===== src/rtl/cpu_pkg.sv =====
// Shared CPU definitions used by the fetch stage and the IF/ID pipeline register.
//   XLEN          : datapath width
//   NOP_INSTR     : canonical bubble instruction (addi x0,x0,0)
//   fetch_state_t : instruction fetch FSM states
//   word_align    : clears the byte-offset bits of an address
package cpu_pkg;

    localparam int unsigned XLEN = 32;

    localparam logic [XLEN-1:0] NOP_INSTR = 32'h0000_0013;

    typedef enum logic [1:0] {
        IDLE,
        REQ,
        WAIT,
        FULL
    } fetch_state_t;

    function automatic logic [XLEN-1:0] word_align(input logic [XLEN-1:0] addr);
        return {addr[XLEN-1:2], 2'b00};
    endfunction

endpackage


===== src/rtl/instr_fetch_if.sv =====
// Instruction-memory request/response bus.
//   imem_req_valid  : fetch request valid           (fetch -> memory)
//   imem_req_ready  : memory accepts the request    (memory -> fetch)
//   imem_req_addr   : word address of the request   (fetch -> memory)
//   imem_resp_valid : response word valid           (memory -> fetch)
//   imem_resp_data  : returned instruction word     (memory -> fetch)
// master: fetch stage side; slave: memory side.
interface instr_fetch_if;

    logic        imem_req_valid;
    logic        imem_req_ready;
    logic [31:0] imem_req_addr;
    logic        imem_resp_valid;
    logic [31:0] imem_resp_data;

    modport master (
        output imem_req_valid,
        output imem_req_addr,
        input  imem_req_ready,
        input  imem_resp_valid,
        input  imem_resp_data
    );

    modport slave (
        input  imem_req_valid,
        input  imem_req_addr,
        output imem_req_ready,
        output imem_resp_valid,
        output imem_resp_data
    );

endinterface


===== src/rtl/if_id_reg.sv =====
// IF/ID pipeline register with stall hold and flush-to-NOP.
//   clk, rst   : clock, asynchronous active-high reset
//   stall      : hold all fields
//   flush      : invalidate the slot (wins over stall)
//   load       : capture {load_pc, load_instr} as a valid instruction
//   load_pc    : PC of the incoming instruction
//   load_instr : incoming instruction word
//   valid      : slot holds a real instruction
//   pc         : PC of instr (held across bubbles)
//   instr      : instruction word, NOP_INSTR when invalid
module if_id_reg #(
    parameter logic [cpu_pkg::XLEN-1:0] NOP_INSTR = cpu_pkg::NOP_INSTR
) (
    input  logic                     clk,
    input  logic                     rst,
    input  logic                     stall,
    input  logic                     flush,
    input  logic                     load,
    input  logic [cpu_pkg::XLEN-1:0] load_pc,
    input  logic [cpu_pkg::XLEN-1:0] load_instr,
    output logic                     valid,
    output logic [cpu_pkg::XLEN-1:0] pc,
    output logic [cpu_pkg::XLEN-1:0] instr
);

    always_ff @(posedge clk or posedge rst) begin
        if (rst) begin
            valid <= 1'b0;
            pc    <= '0;
            instr <= NOP_INSTR;
        end else if (flush) begin
            valid <= 1'b0;
            instr <= NOP_INSTR;
        end else if (!stall) begin
            if (load) begin
                valid <= 1'b1;
                pc    <= load_pc;
                instr <= load_instr;
            end else begin
                // Bubble: keep the last PC so debug/trace still sees where we are.
                valid <= 1'b0;
                instr <= NOP_INSTR;
            end
        end
    end

endmodule


===== src/rtl/instr_fetch.sv =====
// Instruction fetch stage: program counter, single-outstanding imem requests,
// a one-entry buffer for a word that arrives while decode is stalled, and the
// IF/ID register.
//   clk, rst       : clock, asynchronous active-high reset
//   imem           : instruction-memory bus (master side)
//   stall          : decode cannot accept; hold IF/ID
//   redirect_valid : taken branch/jump, flush and refetch
//   redirect_pc    : new PC (bits [1:0] forced to 0)
//   if_id_valid    : IF/ID slot holds a real instruction
//   if_id_pc       : PC of if_id_instr
//   if_id_instr    : instruction word to decode
module instr_fetch #(
    parameter logic [cpu_pkg::XLEN-1:0] RESET_PC  = 32'h0000_0000,
    parameter logic [cpu_pkg::XLEN-1:0] NOP_INSTR = cpu_pkg::NOP_INSTR
) (
    input  logic                     clk,
    input  logic                     rst,
    instr_fetch_if.master            imem,
    input  logic                     stall,
    input  logic                     redirect_valid,
    input  logic [cpu_pkg::XLEN-1:0] redirect_pc,
    output logic                     if_id_valid,
    output logic [cpu_pkg::XLEN-1:0] if_id_pc,
    output logic [cpu_pkg::XLEN-1:0] if_id_instr
);

    import cpu_pkg::*;

    fetch_state_t    state_q, state_d;
    logic [XLEN-1:0] pc_q, pc_d;
    logic [XLEN-1:0] inflight_pc_q, inflight_pc_d;
    logic [XLEN-1:0] buf_pc_q, buf_pc_d;
    logic [XLEN-1:0] buf_instr_q, buf_instr_d;
    logic            kill_q, kill_d;

    logic            req_fire;
    logic            resp_fire;
    logic            load;
    logic [XLEN-1:0] load_pc;
    logic [XLEN-1:0] load_instr;

    assign imem.imem_req_valid = (state_q == REQ);
    assign imem.imem_req_addr  = pc_q;

    assign req_fire  = (state_q == REQ) && imem.imem_req_ready;
    // Responses outside WAIT are protocol violations and are ignored.
    assign resp_fire = (state_q == WAIT) && imem.imem_resp_valid;

    always_comb begin
        state_d       = state_q;
        pc_d          = pc_q;
        inflight_pc_d = inflight_pc_q;
        buf_pc_d      = buf_pc_q;
        buf_instr_d   = buf_instr_q;
        kill_d        = kill_q;
        load          = 1'b0;
        load_pc       = inflight_pc_q;
        load_instr    = imem.imem_resp_data;

        unique case (state_q)
            IDLE: state_d = REQ;
            REQ: begin
                if (req_fire) begin
                    inflight_pc_d = pc_q;
                    pc_d          = pc_q + 32'd4;
                    state_d       = WAIT;
                end
            end
            WAIT: begin
                if (resp_fire) begin
                    if (kill_q) begin
                        kill_d  = 1'b0;
                        state_d = REQ;
                    end else if (!stall) begin
                        load    = 1'b1;
                        state_d = REQ;
                    end else begin
                        buf_pc_d    = inflight_pc_q;
                        buf_instr_d = imem.imem_resp_data;
                        state_d     = FULL;
                    end
                end
            end
            FULL: begin
                if (!stall) begin
                    load       = 1'b1;
                    load_pc    = buf_pc_q;
                    load_instr = buf_instr_q;
                    state_d    = REQ;
                end
            end
            default: state_d = IDLE;
        endcase

        // Redirect overrides everything above, including stall.
        if (redirect_valid) begin
            pc_d = word_align(redirect_pc);
            load = 1'b0;
            case (state_q)
                REQ: begin
                    // An accepted old address still owes us a response; drop it.
                    if (req_fire) begin
                        state_d = WAIT;
                        kill_d  = 1'b1;
                    end else begin
                        state_d = REQ;
                    end
                end
                WAIT: begin
                    if (resp_fire) begin
                        state_d = REQ;
                        kill_d  = 1'b0;
                    end else begin
                        kill_d = 1'b1;
                    end
                end
                default: state_d = REQ;
            endcase
        end
    end

    always_ff @(posedge clk or posedge rst) begin
        if (rst) begin
            state_q       <= IDLE;
            pc_q          <= word_align(RESET_PC);
            inflight_pc_q <= '0;
            buf_pc_q      <= '0;
            buf_instr_q   <= NOP_INSTR;
            kill_q        <= 1'b0;
        end else begin
            state_q       <= state_d;
            pc_q          <= pc_d;
            inflight_pc_q <= inflight_pc_d;
            buf_pc_q      <= buf_pc_d;
            buf_instr_q   <= buf_instr_d;
            kill_q        <= kill_d;
        end
    end

    if_id_reg #(
        .NOP_INSTR (NOP_INSTR)
    ) u_if_id_reg (
        .clk        (clk),
        .rst        (rst),
        .stall      (stall),
        .flush      (redirect_valid),
        .load       (load),
        .load_pc    (load_pc),
        .load_instr (load_instr),
        .valid      (if_id_valid),
        .pc         (if_id_pc),
        .instr      (if_id_instr)
    );

endmodule


===== src/flat_wrapper.sv =====
// flat-port wrapper written by rule: the top's interface ports become plain ports
module instr_fetch_flat import cpu_pkg::*;
#(
    parameter logic [cpu_pkg::XLEN-1:0] RESET_PC  = 32'h0000_0000,
    parameter logic [cpu_pkg::XLEN-1:0] NOP_INSTR = cpu_pkg::NOP_INSTR
)
  (clk, rst, stall, redirect_valid, redirect_pc, if_id_valid, if_id_pc, if_id_instr, imem_imem_req_valid, imem_imem_req_addr, imem_imem_req_ready, imem_imem_resp_valid, imem_imem_resp_data);
  instr_fetch_if imem_i ();
  input  logic clk;
  input  logic rst;
  input  logic stall;
  input  logic redirect_valid;
  input  logic [cpu_pkg::XLEN-1:0] redirect_pc;
  output logic if_id_valid;
  output logic [cpu_pkg::XLEN-1:0] if_id_pc;
  output logic [cpu_pkg::XLEN-1:0] if_id_instr;
  output wire logic [$bits(imem_i.imem_req_valid)-1:0] imem_imem_req_valid;
  output wire logic [$bits(imem_i.imem_req_addr)-1:0] imem_imem_req_addr;
  input wire logic [$bits(imem_i.imem_req_ready)-1:0] imem_imem_req_ready;
  input wire logic [$bits(imem_i.imem_resp_valid)-1:0] imem_imem_resp_valid;
  input wire logic [$bits(imem_i.imem_resp_data)-1:0] imem_imem_resp_data;
  assign imem_imem_req_valid = imem_i.imem_req_valid;
  assign imem_imem_req_addr = imem_i.imem_req_addr;
  assign imem_i.imem_req_ready = imem_imem_req_ready;
  assign imem_i.imem_resp_valid = imem_imem_resp_valid;
  assign imem_i.imem_resp_data = imem_imem_resp_data;
  instr_fetch #(.RESET_PC(RESET_PC), .NOP_INSTR(NOP_INSTR)) u_core (.clk(clk), .rst(rst), .imem(imem_i), .stall(stall), .redirect_valid(redirect_valid), .redirect_pc(redirect_pc), .if_id_valid(if_id_valid), .if_id_pc(if_id_pc), .if_id_instr(if_id_instr));
endmodule

===== config.mk =====
export PLATFORM = sky130hd
export DESIGN_NAME = instr_fetch_flat
export DESIGN_NICKNAME = d
export VERILOG_FILES = /design/src/rtl/cpu_pkg.sv /design/src/rtl/instr_fetch_if.sv /design/src/rtl/if_id_reg.sv /design/src/rtl/instr_fetch.sv /design/src/flat_wrapper.sv
export SDC_FILE = /design/constraint.sdc
export NUM_CORES = 1
export LEC_CHECK = 0
export ABC_CLOCK_PERIOD_IN_PS = 8910
export BUFFER_PORTS_ARGS = -buffer_cell sky130_fd_sc_hd__buf_2
export CAP_MARGIN = 30
export CORE_ASPECT_RATIO = 1.4
export CORE_MARGIN = 2
export CORE_UTILIZATION = 55
export CTS_CLUSTER_SIZE = 25
export DETAILED_ROUTE_END_ITERATION = 8
export PLACE_DENSITY_LB_ADDON = 0.1
export SLEW_MARGIN = 10
export SYNTH_ARGS = -nofsm -noshare
export SYNTH_HDL_FRONTEND = slang
export SYNTH_HIERARCHICAL = 1
export SYNTH_SLANG_ARGS = --single-unit

===== constraint.sdc =====
create_clock -name clk -period 8.91 [get_ports clk]
set_input_delay 2.2275 -clock clk [delete_from_list [all_inputs] [get_ports clk]]
set_output_delay 2.2275 -clock clk [all_outputs]
set_load 0.03 [all_outputs]

* Word-level counts from Yosys, hierarchy flattened
Cells that the tools add are included.
** Storage, ports and cells
- Input bits :: 70
- Word-level logic and storage cells :: 58
- Flip-flop bits (word level) :: 196
** Cells by class
- Reductions and logical operators :: 9
- Eq/ne operators :: 4
- Muxes and demuxes :: 32
- Add/subtract/negate cells :: 1
- Bitwise operators :: 3
** Operator list (count)
- 32-bit 2-to-1 mux :: 8
- 32-bit by 3-bit adder with 32-bit output, second input constant :: 1
- 2-bit 2-to-1 mux :: 8
- 1-bit 2-to-1 mux :: 12
- 2-bit case mux with 4 select lines :: 1
- 2-bit equality test, second input constant :: 2
- 1-bit case mux with 2 select lines :: 2
- 2-bit case mux with 2 select lines :: 1
- 2-bit AND reduction :: 2
- 4-bit AND reduction :: 1
- 2-bit nonzero test :: 2
- 1-bit inverter :: 3
- 3-bit AND reduction :: 1
- 2-bit by 1-bit equality test with 1-bit output, second input constant :: 1
- 1-bit logical AND :: 2
- 2-bit zero test :: 1
- 2-bit by 1-bit != test with 1-bit output, second input constant :: 1

* Longest topological paths before layout
Gate-level depths: netlist of run 1.
- Word-level depth :: 8
- Gate-level depth with buffers :: 7
- Depth with buffers taken out :: 6

* By module
The synthesis of run 1 kept the hierarchy.
** Modules (own cells, without submodules)
- instr_fetch :: instances 1, sequential area each 3181.8 um2, cells each 536, area an instance 6351.1 um2
- if_id_reg :: instances 1, sequential area each 1630.3 um2, cells each 214, area an instance 2640.0 um2

* Worst setup path after synthesis of run 1
OpenSTA, ideal clock, no wires.
- Path kind :: input port to flip-flop
- From :: in redirect_valid
- To :: reg u_core/u_if_id_reg/pc[19] (netlist name)
- Stages on the path :: 7
- Arrival :: 4.048 ns
- Setup time :: 0.125 ns
- Slack :: 4.737 ns
- Path buffers :: 4
- Required time :: 8.785 ns
- Cell sequence :: clkbuf_1 -> clkbuf_1 -> buf_1 -> nor3_1 -> nor3b_4 -> buf_4 -> mux2_2
** Between the ends
- Word-level cells in the longest chain between the ends :: 2
** RTL lines
- start, declared :: line flat_wrapper.sv:12 : input logic redirect_valid;
- 1-bit 2-to-1 mux :: line instr_fetch.sv:96 : if (redirect_valid) begin
- named net u_core.load :: line instr_fetch.sv:38 : logic load;
- 3-bit AND reduction (no line)
- end signal, assigned :: line if_id_reg.sv:37 : pc <= load_pc;
- end, declared :: line if_id_reg.sv:22 : output logic [cpu_pkg::XLEN-1:0] pc,
The timed path passes the listed nets, and every way through them passes these cells.
A chain may end at the register's enable or synchronous reset.

* Worst setup path after layout of run 1
- From :: in stall
- To :: reg u_core/u_if_id_reg/pc[26] (netlist name)
** Between the ends
- Word-level cells in the longest chain between the ends :: 6
** RTL lines
- start, declared :: line flat_wrapper.sv:11 : input logic stall;
- 1-bit 2-to-1 mux (*) :: line instr_fetch.sv:74, instr_fetch.sv:85
- 1-bit 2-to-1 mux :: line instr_fetch.sv:71 : if (kill_q) begin
- 1-bit 2-to-1 mux :: line instr_fetch.sv:70 : if (resp_fire) begin
- 1-bit case mux with 2 select lines (*) :: line instr_fetch.sv:60 : unique case (state_q)
- 1-bit 2-to-1 mux (*) :: line instr_fetch.sv:96
- named net u_core.load :: line instr_fetch.sv:38
- 3-bit AND reduction (no line) (*)
Mark *: on every way through the listed nets, which the timed path passes. The rest lies on a longest branch.

==> impl_metrics.toml, run 1 <==
[clock_network]
clkTransAtPathRegs_ns = 0.07
cts_buffers = 17
post_cts_buffers = 0
clock-root-buffer = "clkbuf_16"
clock_latency_ns = 0.43
cts_resized = 0
cts_max_path_buffers = 2
tritoncts = "built"
ctsHtreeMaxLevel = 4
holdBufCountCts = 0
cts.sinks = 192

[sta]
final.setup.tns_ns = 0
slew_violations = 0
finalSetupViolations = 0
period_minus_slack_ns = 4.08
worst_pin_slew_ns = 0.973
max_freq_mhz = 245
max_slew_margin_pct = 35.1
rsz0062_at_grt = "no"
hold_violations = 0
hold_ws_ns = 0.486
clock_skew_ns = 0.00908
min_period_over_period_pct = 45.8

[synthesis]
yosysTopAreaCell = "dfrtp_1"
async_reset_ff_share_pct = 100
yosysTopAreaCellShare_pct = 51.8
ys.flop_type = "dfrtp_1"
synth.distinct_cells = 51
synthTopCellsByArea = "dfrtp_1 (52%), mux2_2 (23%), nand2_1 (2.8%)"
ys_ff_latch = 192
syn-cell-area_um2 = 8990
ys_seq_area_share_pct = 53.5
syn_area_per_cell_um2 = 12.0
yosys_warnings = 6
synth_edf_count = 0
synth_cells = 750

[power]
p_per_area_nw_per_um2 = 271
power.leakage_nw = 4.99
peakVddDrop_mv = 0.202

[floorplan]
start_util_pct = 55.8
io_pins = 168
die_area_um2 = 17400
fp-row-count = 55
die_w_um = 112
fp.dieH_um = 155
core_area_um2 = 16100

[worst_hold_path]
hold_class = "reg2reg"
hold_depth = 1

[final_layout]
drive_above_1_share_pct = 44.3
final_common_cell = "dfrtp_1"
layout_common_cells = "dfrtp_1 (186), mux2_2 (180), buf_2 (162), nand2_1 (67)"
nets = 971
final_area_um2 = 10600
syn_to_final_growth_pct = 18.0

[grt]
overflow = 0
grt_usage_pct = 24.7
grt_pass1_vias = 6847
antenna_found_initial = 0
grt_pass1_wl_um = 34600
grt_max_degree = 96

[place]
place_area_um2 = 9980
routabilityCongestion = 0.817
port_buffers = 163
hpwl_um = 13200

[routing]
viasPerCell = 5.75
drt-initial-drc-count = 356
vias = 6374
firstDrtPassIters = 7
wl_um = 20600
drcViolationCount = 0
avgRoutedWirePerCell_um = 18.6
ant_nets = 0

[setup_path]
end_kind = "flip-flop"
worstPathRequired_ns = 9.22
critical_path_arrival_ns = 4.40
start_kind = "primary input"
path_max_fanout = 70
timing_worst_setup_path_type = "in2reg"
ff2ff_setup_slack_ns = 5.95
rr_worst_depth = 7

[run]
cap_violations = 0

[run_status]
outcome = "finished clean"
==> cell families after synthesis <==
kind of cell	synth area share, %
AO/OA/AOI/OAI	6.44
adder cells (fa/ha/maj)	0.835
AND/OR/NAND/NOR	11.9
flip-flops	53.5
buffers and inverters	3.03
multiplexers	23.0
other	0.0417
XOR/XNOR	1.17
==> power by group <==
| part | leakage (nW) | switching [mW] | internal, mW |
|---|---|---|---|
| registers | 2.47 | 0.158 | 1.13 |
| clock network | 0.264 | 0.331 | 0.404 |
| logic | 2.25 | 0.446 | 0.401 |
==> cell type report <==
| class | instances | area [um^2] |
|---|---|---|
| tap | 199 | 249 |
| timing repair buffer | 175 | 988 |
| sequential | 192 | 4810 |
| inverter | 15 | 62.6 |
| antenna | 1 | 2.50 |
| clock buffer | 22 | 464 |
| fill | 1340 | 5500 |
| multi-input combinational | 494 | 3930 |
| clock inverter | 10 | 104 |
==> per-stage QoR <==
stage | util (%) | std cells | setup slack (ns) | power (mW)
final | 65.9 | 1108 | 4.83 | 2.87
after global routing | 65.9 | 1107 | 4.72 | 3.03
after detailed placement | 62.0 | 1073 | 4.30 | 2.16
after CTS | 65.5 | 1105 | 4.76 | 2.89
after floorplan | - | 751 | 3.30 | 1.90
after global placement | 61.6 | 1071 | 4.33 | 2.09
==> registers in the layout (all words and copies together) (netlist names) <==
register                   flops
u_core/u_if_id_reg/valid       1
u_core/kill_q                  1
u_core/u_if_id_reg/instr      32
u_core/state_q                 2
u_core/u_if_id_reg/pc         32
u_core/imem.imem_req_addr     30
u_core/buf_instr_q            32
u_core/inflight_pc_q          30
u_core/buf_pc_q               32
==> worst max-delay path, stage by stage <==
cell and delay, ns:
buf_2 0.10, buf_4 0.30, nor3_2 0.24, buf_4 0.38, nor3b_4 0.24, buf_4 0.47
mux2_2 0.40
==> cells in the mapped netlist (3+ instances only) <==
cell type,n
nor2b_1,8
and3_1,4
nand3b_1,30
ha_1,6
nor2_1,17
nor3b_1,3
nor4_1,6
nand3_1,18
a31oi_1,7
buf_4,5
dfstp_2,6
mux2_2,180
dfrtp_1,186
nor3_1,9
nand4_1,13
o311ai_0,6
clkbuf_1,40
or4_1,7
a22oi_1,4
o31ai_1,9
nand2_1,68
inv_1,15
a21oi_1,30
o21ai_0,22
or2_2,3
xnor2_1,10
o21bai_1,4
and2_1,3
==> layer usage <==
metal	global-route usage [%]	share of wire [%]	vias to the layer above
met5	0	0	-
li1	-	-	2997
met4	8.01	1.4	0
met1	30.3	41	3196
met2	43.7	53	165
met3	5.41	5.0	16
==> worst paths after layout <==
path / startpoint / end
max in group asynchronous: rst / u_core/buf_instr_q[4]$_DFFE_PP1P_
setup reg to reg: u_core/state_q[1]$_DFF_PP0_ / u_core/imem.imem_req_addr[21]$_DFFE_PP0P_
min in group asynchronous: rst / u_core/u_if_id_reg/instr[27]$_DFFE_PP0P_
hold reg to reg: u_core/u_if_id_reg/pc[24]$_DFFE_PP0P_ / u_core/u_if_id_reg/pc[24]$_DFFE_PP0P_
setup / recovery: stall / u_core/u_if_id_reg/pc[26]$_DFFE_PP0P_
hold / removal: u_core/u_if_id_reg/pc[24]$_DFFE_PP0P_ / u_core/u_if_id_reg/pc[24]$_DFFE_PP0P_
Power figures use the tool's default switching activity.
==> inputs of run 2 (changes only) <==
- ABC_CLOCK_PERIOD_IN_PS: 8910 -> 3400
- CORE_UTILIZATION: 55 -> 50
- clock period: 8.91 -> 3.4 ns (I/O delays scaled with it)
==> run 2 against run 1 <==
Compared with the run above: die area grew 9.7%; flip-flop and latch count is the same; sequential share of layout area shrank 0.22 points; clock power grew to 2.6 times the previous value; sequential power grew to 2.6 times the previous value; via count grew 1.5%; clock skew grew 0.0010 ns; first-iteration DRC count shrank 23%; cell count grew 4.1%; non-clock buffer count grew 6; register-to-register slack lost 5.3 ns.
==> impl_metrics.toml, run 2 (same netlist as run 1, synthesis figures left out) <==
[sta]
max_freq_mhz = 367
max_slew_margin_pct = 53.1
slew_violations = 0
clock_skew_ns = 0.0101
timing.final.ws_setup_ns = 0.674
period_minus_slack_ns = 2.73
hold_violations = 0
rsz0062_at_grt = "no"
final.setup.tns_ns = 0
min_period_over_period_pct = 80.2
hold_ws_ns = 0.314
finalSetupViolations = 0
worst_pin_slew_ns = 0.704

[setup_path]
rr_worst_depth = 6
start_kind = "flip-flop"
reg2reg_to = "u_core/imem.imem_req_addr[26]$_DFFE_PP0P_"
ff2ff_setup_slack_ns = 0.67
worstPathRequired_ns = 3.75
setup.worst_path.start = "u_core/state_q[1]$_DFF_PP0_"
timing_worst_setup_path_type = "reg2reg"
path_max_fanout = 12
end_kind = "flip-flop"
r2r_start = "u_core/state_q[1]$_DFF_PP0_"
critical_path_arrival_ns = 3.07

[clock_network]
holdBufCountCts = 0
clkTransAtPathRegs_ns = 0.07
cts_max_path_buffers = 2
ctsHtreeMaxLevel = 4
post_cts_buffers = 0
clock-root-buffer = "clkbuf_16"
cts_buffers = 17
cts.sinks = 192
clock_latency_ns = 0.42
tritoncts = "built"
cts_resized = 0

[final_layout]
layout_common_cells = "dfrtp_1 (186), mux2_2 (180), buf_2 (162), nand2_1 (67)"
fillers = 1482
syn_to_final_growth_pct = 18.6
antenna_cells = 0
drive_above_1_share_pct = 44.7
final_common_cell = "dfrtp_1"
nets = 977
final_cells = 1153
final_area_um2 = 10700

[place]
place_inst = 1121
routabilityCongestion = 0.792
port_buffers = 163
place_ws_ns = 0.624
hpwl_um = 14000
place_area_um2 = 10100

[grt]
grt_pass1_vias = 6729
grt_util_met1_pct = 27.6
antenna_found_initial = 1
grt_max_degree = 67
grt.busiest_layer = "met2"
grt_usage_pct = 22.4
grt_use_met2_pct = 39.8
overflow = 0
met3_usage_pct = 4.24
grt_pass1_wl_um = 34100

[worst_hold_path]
hold_class = "in2async"

[power]
comb_power_share_pct = 29.4
power.switching_mw = 2.42
power_switching_share_pct = 32.3
p_clk_share_pct = 25.6
p_per_area_nw_per_um2 = 704
pwr-share-seq_pct = 45.0
peakVddDrop_mv = 0.478
power.leakage_nw = 5.01
internal-power_mw = 5.08

[routing]
vias = 6470
drt-initial-drc-count = 273
wl_um = 21100
avgRoutedWirePerCell_um = 18.3
viasPerCell = 5.61
drcViolationCount = 0
ant_nets = 0
firstDrtPassIters = 4

[floorplan]
core_area_um2 = 17800
io_pins = 168
die_w_um = 117
start_util_pct = 50.6
fp.dieH_um = 163
fp-row-count = 58
die_area_um2 = 19100

[run]
cap_violations = 0

[run_status]
outcome = "finished clean"
run 2: changes by cell type in the layout (fill, tap and decap cells not counted):
| cell | change |
|---|---|
| clkbuf_8 | +2 |
| clkbuf_1 | -1 |
| buf_12 | +3 |
| diode_2 | -1 |
| buf_4 | +7 |
| inv_6 | -3 |
| buf_16 | -4 |
| clkinvlp_4 | -1 |
| clkinv_2 | +2 |
run 2: worst max-delay path by stage:
stage                                                      endpoint  cells past startpoint
after floorplan               u_core/u_if_id_reg/pc[19]$_DFFE_PP0P_                      7
after detailed placement  u_core/imem.imem_req_addr[26]$_DFFE_PP0P_                      5
final                     u_core/imem.imem_req_addr[26]$_DFFE_PP0P_                      6
after global routing      u_core/imem.imem_req_addr[24]$_DFFE_PP0P_                      6
after CTS                 u_core/imem.imem_req_addr[28]$_DFFE_PP0P_                      6
after global placement    u_core/imem.imem_req_addr[26]$_DFFE_PP0P_                      5
run 2: worst max-delay path, stage by stage, from the launching register on:
cell	delay, ns
dfrtp_1	0.43
inv_1	0.10
ha_1	0.33
nand4_1	0.36
or4_4	0.70
or4_1	0.55
a31oi_1	0.17
run 2: layer usage:
metal	part of all wire, %	wire (um)
met1	42	8900
met2	52	11000
met3	4.0	849
met4	1.4	293
met5	0	0
run 2: layout make-up:
cell class / count / area [um^2] / share of cell area [%]
Clock buffer: 23 / 488 / 4.58
Clock inverter: 8 / 81.3 / 0.763
Inverter: 15 / 61.3 / 0.575
Multi-Input combinational cell: 494 / 3930 / 36.8
Sequential cell: 192 / 4810 / 45.1
Tap cell: 240 / 300 / 2.82
Timing Repair Buffer: 181 / 991 / 9.30
run 2: power groups by stage:
| stage | Combinational (mW) | Sequential [mW] | Clock [mW] |
|---|---|---|---|
| after floorplan | 1.27 | 3.71 | 0 |
| after global placement | 2.14 | 3.37 | 0 |
| after detailed placement | 2.22 | 3.42 | 0 |
| after CTS | 2.23 | 3.38 | 1.98 |
| after global routing | 2.38 | 3.48 | 2.07 |
| final | 2.20 | 3.38 | 1.92 |
run 2: metrics by stage:
step / power [mW] / utilization (%)
finish: 7.51 / 60.0
floorplan: 4.98 / -
global placement: 5.50 / 56.6
global route: 7.93 / 60.0
detailed placement: 5.64 / 56.6
CTS: 7.58 / 59.8
==> inputs of run 3 (changes only) <==
- ABC_CLOCK_PERIOD_IN_PS: 3400 -> 2700
- CORE_UTILIZATION: 50 -> 55
- clock period: 3.4 -> 2.7 ns (I/O delays scaled with it)
==> run 3 against run 2 <==
Compared with the run above: global-route usage up 2.0 points; clock skew down 0.0012 ns; register-to-register slack lost 0.23 ns; die area decreased by 8.8%; clock power grew 29%; utilization increased by 6.4 points; critical path type unchanged; critical endpoint is now u_core/imem.imem_req_addr[30]$_DFFE_PP0P_; largest power group unchanged.
==> impl_metrics.toml, run 3 (same netlist as run 1, synthesis figures left out) <==
[run_status]
outcome = "finished clean"

[place]
routabilityCongestion = 0.816
hpwl_um = 14000
port_buffers = 163

[setup_path]
timing_worst_setup_path_type = "reg2reg"
start_kind = "flip-flop"
critical_path_arrival_ns = 2.60
end_kind = "flip-flop"
worstPathRequired_ns = 3.04
path_max_fanout = 12
slowest_delay_ns = 0.60
crit_slowest_cell = "or4_4"
crit_path_cell_trace = "inv_1 -> ha_1 -> nand4_1 -> or4_4 -> or4_1 -> a31oi_1"
rr_worst_depth = 6

[final_layout]
layout_common_cells = "dfrtp_1 (186), mux2_2 (180), buf_2 (162), nand2_1 (67)"
final_util_pct = 66.3
antenna_cells = 0
final_common_cell = "dfrtp_1"
nets = 981
syn_to_final_growth_pct = 18.8
drive_above_1_share_pct = 45.2
regArea_um2 = 4810
multi_input_area_um2 = 3930
fillers = 1241

[routing]
firstDrtPassIters = 4
drt-initial-drc-count = 294
ant_nets = 0
drcViolationCount = 0
vias = 6538
viasPerCell = 5.85
avgRoutedWirePerCell_um = 18.4
wl_um = 20600

[grt]
antenna_found_initial = 0
grt_pass1_wl_um = 34000
grt_use_met2_pct = 44.0
grt_usage_pct = 24.4
grt_max_degree = 75
grt_pass1_vias = 6807
grt_util_met1_pct = 29.2
met3_usage_pct = 5.10
grt.busiest_layer = "met2"
overflow = 0

[floorplan]
die_w_um = 112
core_area_um2 = 16100
io_pins = 168
start_util_pct = 55.8
fp-row-count = 55
die_area_um2 = 17400
fp.dieH_um = 155

[sta]
hold_violations = 0
final.setup.tns_ns = 0
min_period_over_period_pct = 83.5
period_minus_slack_ns = 2.25
clock_skew_ns = 0.00892
worst_pin_slew_ns = 0.576
max_slew_margin_pct = 61.5
slew_violations = 0
max_freq_mhz = 444
rsz0062_at_grt = "no"
finalSetupViolations = 0

[clock_network]
clock-root-buffer = "clkbuf_16"
holdBufCountCts = 0
cts_max_path_buffers = 2
clkTransAtPathRegs_ns = 0.07
post_cts_buffers = 0
cts_buffers = 17
ctsHtreeMaxLevel = 4
clock_latency_ns = 0.43
cts.sinks = 192
tritoncts = "built"
cts_resized = 0

[run]
cap_violations = 0

[power]
p_per_area_nw_per_um2 = 893
power.leakage_nw = 5.03
peakVddDrop_mv = 0.581

[worst_hold_path]
hold_class = "in2async"
==> run 3: changes by cell type in the layout (fill, tap and decap cells not counted), sizes merged <==
cell,delta
clkinv,-3
inv,+7
buf,+4
clkbuf,-5
clkinvlp,+2
==> run 3: metal layers <==
| metal | routed length (um) | share of wire [%] | up-vias |
|---|---|---|---|
| li1 | - | - | 3005 |
| met1 | 8360 | 41 | 3308 |
| met2 | 10800 | 52 | 190 |
| met3 | 1010 | 4.9 | 35 |
| met4 | 405 | 2.0 | 0 |
| met5 | 0 | 0 | - |
==> run 3: worst paths after layout <==
| kind | from | endpoint | slack, ns |
|---|---|---|---|
| setup / recovery | u_core/state_q[1]$_DFF_PP0_ | u_core/imem.imem_req_addr[30]$_DFFE_PP0P_ | 0.45 |
| hold / removal | rst | u_core/u_if_id_reg/instr[26]$_DFFE_PP0P_ | 0.31 |
| setup reg to reg | u_core/state_q[1]$_DFF_PP0_ | u_core/imem.imem_req_addr[30]$_DFFE_PP0P_ | 0.45 |
| hold reg to reg | u_core/buf_pc_q[1]$_DFFE_PP0P_ | u_core/buf_pc_q[1]$_DFFE_PP0P_ | 0.49 |
| max in group asynchronous | rst | u_core/buf_instr_q[4]$_DFFE_PP1P_ | 1.55 |
| min in group clk | redirect_pc[7] | u_core/imem.imem_req_addr[7]$_DFFE_PP0P_ | 0.45 |
==> run 3: area by class of cell <==
class / count / share of cell area, %
sequential: 192 / 45.1
timing repair buffer: 185 / 9.80
clock inverter: 14 / 1.37
multi-input combinational: 494 / 36.8
inverter: 15 / 0.562
tap: 199 / 2.33
clock buffer: 18 / 4.11
==> run 3: where the power goes <==
group	switching [mW]	internal [mW]
combinational	1.47	1.32
sequential	0.535	3.73
clock	1.15	1.33
total	3.15	6.38
==> run 3: through the flow <==
| step | instance area [um^2] | instances | hold WS, ns | setup WS, ns | total power [mW] |
|---|---|---|---|---|---|
| after CTS | 10700 | 1117 | 0.306 | 0.450 | 9.62 |
| after floorplan | 9000 | 751 | 0.454 | 0.0799 | 6.27 |
| after global placement | 10100 | 1085 | 0.468 | 0.420 | 6.95 |
| final | 10700 | 1117 | 0.308 | 0.446 | 9.53 |
| after detailed placement | 10100 | 1085 | 0.471 | 0.351 | 7.14 |
| after global routing | 10700 | 1117 | 0.341 | 0.350 | 10.0 |
==> run 3: worst max-delay path: cells and delay by family (launching register included) <==
| family | cells | cell delay, ns |
|---|---|---|
| simple gates | 3 | 1.25 |
| flops | 1 | 0.44 |
| compound gates | 1 | 0.20 |
| fa+ha+maj | 1 | 0.17 |
| buf+inv | 1 | 0.11 |
